$ cat config.mk
export PLATFORM = sky130hd
export DESIGN_NAME = instr_fetch_responder
export DESIGN_NICKNAME = d
export VERILOG_FILES = /design/src/rtl/fetch_pkg.sv /design/src/rtl/instr_fetch_responder.sv
export SDC_FILE = /design/constraint.sdc
export NUM_CORES = 1
export LEC_CHECK = 0
export CAP_MARGIN = 0
export CORE_UTILIZATION = 38
export DETAILED_ROUTE_END_ITERATION = 8
export PLACE_DENSITY_LB_ADDON = 0.3
export SYNTH_ARGS = -nofsm -noshare
export SYNTH_HDL_FRONTEND = slang
export SYNTH_SLANG_ARGS = --single-unit
$ cat constraint.sdc
create_clock -name clk -period 4.6 [get_ports clk]
set_clock_uncertainty 0.2 [all_clocks]
set_input_delay 0.92 -clock clk [delete_from_list [all_inputs] [get_ports clk]]
set_output_delay 0.92 -clock clk [all_outputs]
set_load 0.05 [all_outputs]
$ cat src/rtl/fetch_pkg.sv
// Shared definitions for the instruction-fetch responder: FSM states,
// the NOP marker instruction and the word-alignment mask.
package fetch_pkg;

    typedef enum logic [1:0] {
        IDLE     = 2'd0,
        MEM_WAIT = 2'd1,
        RSP_HOLD = 2'd2,
        DRAIN    = 2'd3
    } fetch_state_t;

    localparam logic [31:0] NOP_INST   = 32'h0000_0013;
    localparam logic [1:0]  ALIGN_MASK = 2'b11;

    // A PC is misaligned when any of its byte-offset bits are set.
    function automatic logic is_misaligned(input logic [1:0] pc_lsb);
        return (pc_lsb & ALIGN_MASK) != 2'b00;
    endfunction

endpackage

$ cat src/rtl/instr_fetch_responder.sv
// Instruction-fetch responder: accepts a PC, performs a single word read
// on the instruction memory port and hands the instruction plus its PC to
// decode. Misaligned PCs bypass memory and return a NOP marker. Flushes
// discard held responses; a flush during an outstanding read drains the
// read because memory cannot abort it.
//
// state    | meaning
// ---------+------------------------------------------------------------
// IDLE     | ready for a new PC from the PC register
// MEM_WAIT | memory read outstanding, response will be delivered
// RSP_HOLD | response presented to decode, waiting for i_rsp_ready
// DRAIN    | flushed while a read was outstanding, waiting to drop data
module instr_fetch_responder
    import fetch_pkg::*;
#(
    parameter int INST_Width = 32
) (
    input  logic                  clk,
    input  logic                  rst,
    input  logic                  i_req_valid,
    input  logic [INST_Width-1:0] i_req_pc,
    output logic                  o_req_ready,
    output logic                  o_mem_req,
    output logic [INST_Width-1:0] o_mem_addr,
    input  logic                  i_mem_ack,
    input  logic [INST_Width-1:0] i_mem_rdata,
    output logic                  o_rsp_valid,
    output logic [INST_Width-1:0] o_rsp_inst,
    output logic [INST_Width-1:0] o_rsp_pc,
    output logic                  o_rsp_misalign,
    input  logic                  i_rsp_ready,
    input  logic                  i_flush
);

    fetch_state_t state, state_nxt;

    logic                  mem_req_nxt;
    logic [INST_Width-1:0] mem_addr_nxt;
    logic                  rsp_valid_nxt;
    logic [INST_Width-1:0] rsp_inst_nxt;
    logic [INST_Width-1:0] rsp_pc_nxt;
    logic                  rsp_misalign_nxt;

    logic accept;
    logic req_misaligned;

    // A flush in IDLE blocks acceptance so a stale PC is never fetched.
    assign o_req_ready    = (state == IDLE) && !i_flush;
    assign accept         = o_req_ready && i_req_valid;
    assign req_misaligned = is_misaligned(i_req_pc[1:0]);

    // State register; reset abandons any outstanding transaction.
    always_ff @(posedge clk or posedge rst) begin
        if (rst) state <= IDLE;
        else     state <= state_nxt;
    end

    // Next-state decode; flush takes priority wherever it is honoured.
    always_comb begin
        state_nxt = state;
        case (state)
            IDLE: begin
                if (accept) state_nxt = req_misaligned ? RSP_HOLD : MEM_WAIT;
            end
            MEM_WAIT: begin
                if (i_mem_ack)    state_nxt = i_flush ? IDLE : RSP_HOLD;
                else if (i_flush) state_nxt = DRAIN;
            end
            RSP_HOLD: begin
                if (i_flush || i_rsp_ready) state_nxt = IDLE;
            end
            DRAIN: begin
                if (i_mem_ack) state_nxt = IDLE;
            end
            default: state_nxt = IDLE;
        endcase
    end

    // Next values of the registered outputs; everything holds by default.
    always_comb begin
        mem_req_nxt      = o_mem_req;
        mem_addr_nxt     = o_mem_addr;
        rsp_valid_nxt    = o_rsp_valid;
        rsp_inst_nxt     = o_rsp_inst;
        rsp_pc_nxt       = o_rsp_pc;
        rsp_misalign_nxt = o_rsp_misalign;
        case (state)
            IDLE: begin
                if (accept) begin
                    rsp_pc_nxt = i_req_pc;
                    if (req_misaligned) begin
                        rsp_valid_nxt    = 1'b1;
                        rsp_misalign_nxt = 1'b1;
                        rsp_inst_nxt     = INST_Width'(NOP_INST);
                    end else begin
                        mem_req_nxt  = 1'b1;
                        mem_addr_nxt = i_req_pc;
                    end
                end
            end
            MEM_WAIT: begin
                if (i_mem_ack) begin
                    mem_req_nxt = 1'b0;
                    if (!i_flush) begin
                        rsp_inst_nxt     = i_mem_rdata;
                        rsp_valid_nxt    = 1'b1;
                        rsp_misalign_nxt = 1'b0;
                    end
                end
            end
            RSP_HOLD: begin
                if (i_flush || i_rsp_ready) rsp_valid_nxt = 1'b0;
            end
            DRAIN: begin
                if (i_mem_ack) mem_req_nxt = 1'b0;
            end
            default: begin
                mem_req_nxt   = 1'b0;
                rsp_valid_nxt = 1'b0;
            end
        endcase
    end

    // Output registers; all clear asynchronously on reset.
    always_ff @(posedge clk or posedge rst) begin
        if (rst) begin
            o_mem_req      <= 1'b0;
            o_mem_addr     <= '0;
            o_rsp_valid    <= 1'b0;
            o_rsp_inst     <= '0;
            o_rsp_pc       <= '0;
            o_rsp_misalign <= 1'b0;
        end else begin
            o_mem_req      <= mem_req_nxt;
            o_mem_addr     <= mem_addr_nxt;
            o_rsp_valid    <= rsp_valid_nxt;
            o_rsp_inst     <= rsp_inst_nxt;
            o_rsp_pc       <= rsp_pc_nxt;
            o_rsp_misalign <= rsp_misalign_nxt;
        end
    end

endmodule

== Yosys cells after proc, flatten, opt, wreduce, memory -nomap -nowiden ==
Cells that the tools add are included.
Word-level totals
  word-level logic and storage cells: 62
  input port bits: 70
  bits in registers: 101
  output and inout bits: 100
Operators by class
  equality and inequality tests: 12
  mux-type cells: 26
  reduce and logical (&&, ||, !) cells: 16
  bitwise operators: 1
Operators with widths (number)
  32-bit two-way mux: 4
  32-bit one-hot mux with 2 select lines: 1
  2-bit two-way mux: 7
  2-bit != test (second input constant): 7
  1-bit two-way mux: 10
  2-bit one-hot mux with 4 select lines: 1
  4-bit AND reduction: 2
  6-bit AND reduction: 1
  2-bit nonzero test: 3
  5-bit AND reduction: 1
  2-bit == test (second input constant): 2
  1-bit one-hot mux with 2 select lines: 2
  3-bit != test (second input constant): 1
  1-bit one-hot mux with 3 select lines: 1
  3-bit AND reduction: 1
  3-bit nonzero test: 1
  2-bit by 1-bit == test with 1-bit output (second input constant): 1
  1-bit logical AND: 2
  2-bit zero test: 1
  2-bit by 1-bit != test with 1-bit output (second input constant): 1
  2-bit AND reduction: 1
  2-bit OR reduction: 1
  1-bit zero test: 1
  1-bit logical OR: 1
  1-bit NOT: 1

== Longest topological paths before layout ==
  depth in word-level cells: 5
  mapped depth: 6
  gate-level depth less buffers: 3

== Worst setup path after synthesis ==
OpenSTA, ideal clock, no wires.
  kind: input port to output port
  from: input i_flush
  to: output o_req_ready
  data arrival time: 2.125 ns
  slack: 1.355 ns
  buffers on the path: 1
  cell stages on the path: 2
  data required time: 3.480 ns
  cell sequence: buf_2 nor3_1
Between the ends
  word-level cells in the longest chain between the ends: 2
Ends and longest elaborated chain
  from (decl): line instr_fetch_responder.sv:32  | input logic i_flush
  1-bit zero test
  1-bit logical AND: line instr_fetch_responder.sv:48  | assign o_req_ready = (state == IDLE) && !i_flush;
  to (decl): line instr_fetch_responder.sv:22  | output logic o_req_ready,
Every way passes these cells.

== Worst setup path in the final report ==
Same ends and word-level chain as after synthesis.

==> impl_metrics.py <==
metrics = {
    "placed_design": {
        "dp_hpwl_mm": 6.64,
        "placed_area_mm2": 0.00572,
        "io_buffer_count": 169,
        "routabilityCongestion": 0.697,
    },
    "finish": {
        "fin_util_pct": 60.5,
        "syn_to_final_growth_pct": 52.9,
        "antennaDiodeCount": 0,
        "layout.nets": 541,
        "num-fill-cells": 843,
        "stdcell_area_mm2": 0.00594,
        "layout-drive-gt1-share_pct": 12.4,
    },
    "sta": {
        "fin_crit_ps": 3710,
        "slew_headroom_pct": 32.0,
        "slew_viol_final": 0,
        "finalSetupViolations": 0,
        "fin_crit_sh_pct": 80.6,
        "tightest_slew_ps": 1020,
        "fmax_mhz": 270,
        "setup_tns_ps": 0,
        "hold_viol": 0,
        "holdWs_ps": 292,
        "rsz0062_at_grt": "false",
    },
    "route": {
        "drtAntennaViolNets": 0,
        "wirelength_mm": 9.41,
        "top_layer": "met4",
        "route.met2.wl_mm": 4.67,
        "num_vias": 2902,
        "wirelength_met1_mm": 3.87,
        "detail_route.iter0.violations": 83,
        "route.detailed.drc": 0,
        "avgRoutedWirePerCell_um": 15.5,
        "drt_pass1_iterations": 4,
        "dr_wl_met3_um": 718,
        "via_per_inst": 4.77,
    },
    "floorplanning": {
        "die_y_um": 103,
        "coreArea_mm2": 0.00982,
        "placementRows": 36,
        "start_util_pct": 39.6,
        "num_io_pins": 170,
        "dieArea_mm2": 0.0106,
        "die_w_um": 103,
    },
    "synthesis": {
        "yosys.area.top_type": "dfrtp_1",
        "ys_warn_count": 0,
        "synth.top_cell.area_share_pct": 65.1,
        "yosys-top-cells-area": "dfrtp_1, mux2_2, mux2_1",
        "ys_seq_elements": 101,
        "ys_types": 21,
        "synth_nets": 375,
        "syn_area_mm2": 0.00388,
        "syn_area_per_cell_um2": 12.7,
        "synth-seq-area-share_pct": 65.1,
        "syn_inst": 305,
    },
    "setup_path": {
        "arrival_ps": 2590,
        "end_kind": "primary output",
        "worstPathMaxFanout": 8,
        "start_kind": "input pin",
        "critPathKind": "input pin to primary output",
        "required_ps": 3480,
    },
    "power": {
        "leakagePower_nw": 2.47,
        "ir_drop_uv": 308,
        "power_per_cell_area_mw_per_mm2": 528,
    },
    "hold_path": {
        "hold_path.class": "register to register",
    },
    "global_route": {
        "antenna_found_initial": 0,
        "overflow": 0,
        "grt_pass1_wl_mm": 14.8,
        "grt_start_max_net_pins": 84,
        "grt_pass1_vias": 3017,
        "track_usage_pct": 18.4,
    },
    "clock_tree": {
        "numCtsBuffers": 9,
        "cts_resized": 0,
        "cts_sinks": 101,
        "cts.clk_slew.worst_paths_ps": 90,
        "htreeDepth": 3,
        "cts_setup_buffers": 0,
        "clk_latency_ps": 340,
        "holdBufCountCts": 0,
        "root_buffer": "clkbuf_8",
        "cts_buffer_depth": 2,
        "cts_tree": "built",
    },
    "run": {
        "max_cap_violations": 0,
    },
    "run_status": {
        "run_status": "finished, final reports clean",
    },
}
registers in the layout, indices dropped and copies added (netlist names):
register,flops
state,2
o_rsp_inst,32
o_rsp_valid,1
o_rsp_pc,32
o_rsp_misalign,1
o_mem_req,1
o_mem_addr,32
per-layer routing:
metal	GRT usage, %	up-vias
li1	-	1357
met2	31.9	100
met3	6.31	14
met1	21.3	1431
met4	6.50	0
met5	0	-
worst paths after layout:
path / slack [ps] / cells past startpoint / start / endpoint
worst max-delay path: 890 / 3 / i_flush / o_req_ready
worst min-delay path: 290 / 2 / o_rsp_misalign$_DFFE_PP0P_ / o_rsp_misalign$_DFFE_PP0P_
worst max register to register: 2390 / 3 / state[1]$_DFFE_PP0P_ / o_mem_addr[2]$_DFFE_PP0P_
worst min register to register: 290 / 2 / o_rsp_misalign$_DFFE_PP0P_ / o_rsp_misalign$_DFFE_PP0P_
max in group asynchronous: 2390 / 3 / rst / o_rsp_inst[31]$_DFFE_PP0P_
min in group asynchronous: 960 / 2 / rst / o_mem_addr[4]$_DFFE_PP0P_
cells in the mapped netlist:
library cell  count
mux2_2           34
buf_2            10
nor2b_1           3
a21oi_1           7
nand4bb_1         1
nor4b_4           1
nor4bb_1          1
mux2_1           28
nor2_1            8
nor3_1            2
nand2_1          60
clkbuf_1          9
nand2_2           1
o21ai_0          32
a21o_1            1
and2_1            2
a2bb2oi_1         1
o21bai_1          1
inv_1             1
dfrtp_1         101
nand3_1           1
logic make-up (layout without fill, tap and decap cells):
logic type / after synthesis / after routing / synth area share [%]
buffers and inverters: 20 / 190 / 2.25
muxes: 62 / 62 / 18.0
and+or+nand+nor: 80 / 80 / 9.08
DFF: 101 / 101 / 65.1
AOI/OAI and AO/OA: 42 / 42 / 5.64
layout by cell type, fill, tap and decap left out, types with 5 or more instances in the layout:
master	instances
clkdlybuf4s50_1	169
dfrtp_1	101
nand2_1	60
mux2_2	34
o21ai_0	32
mux2_1	28
clkbuf_8	10
nor2_1	8
a21oi_1	7
buf_4	5
cell type report:
| class | instances | area, um^2 | share of cell area, % |
|---|---|---|---|
| Timing Repair Buffer | 174 | 1730 | 29.1 |
| Sequential cell | 101 | 2530 | 42.6 |
| Clock buffer | 10 | 138 | 2.32 |
| Clock inverter | 5 | 85.1 | 1.43 |
| Multi-Input combinational cell | 184 | 1290 | 21.7 |
| Inverter | 1 | 6.26 | 0.105 |
| Tap cell | 133 | 166 | 2.80 |
worst max-delay path: stages:
cell and delay, ps:
clkdlybuf4s50_1 610, nor3_1 220, clkdlybuf4s50_1 830
stage by stage:
stage                     setup slack [ps]  power (mW)  std cells
final                                  891        3.14        608
after global routing                   833        3.27        608
after CTS                              887        3.18        608
after detailed placement               898        2.54        593
after global placement                 903        2.52        593
after floorplan                        833        2.03        305
report_power, final:
part	internal, mW	switching [mW]
clock	0.321	0.303
combinational	0.479	0.864
sequential	1.07	0.101
Note: power is estimated with default switching activity, not from simulation.
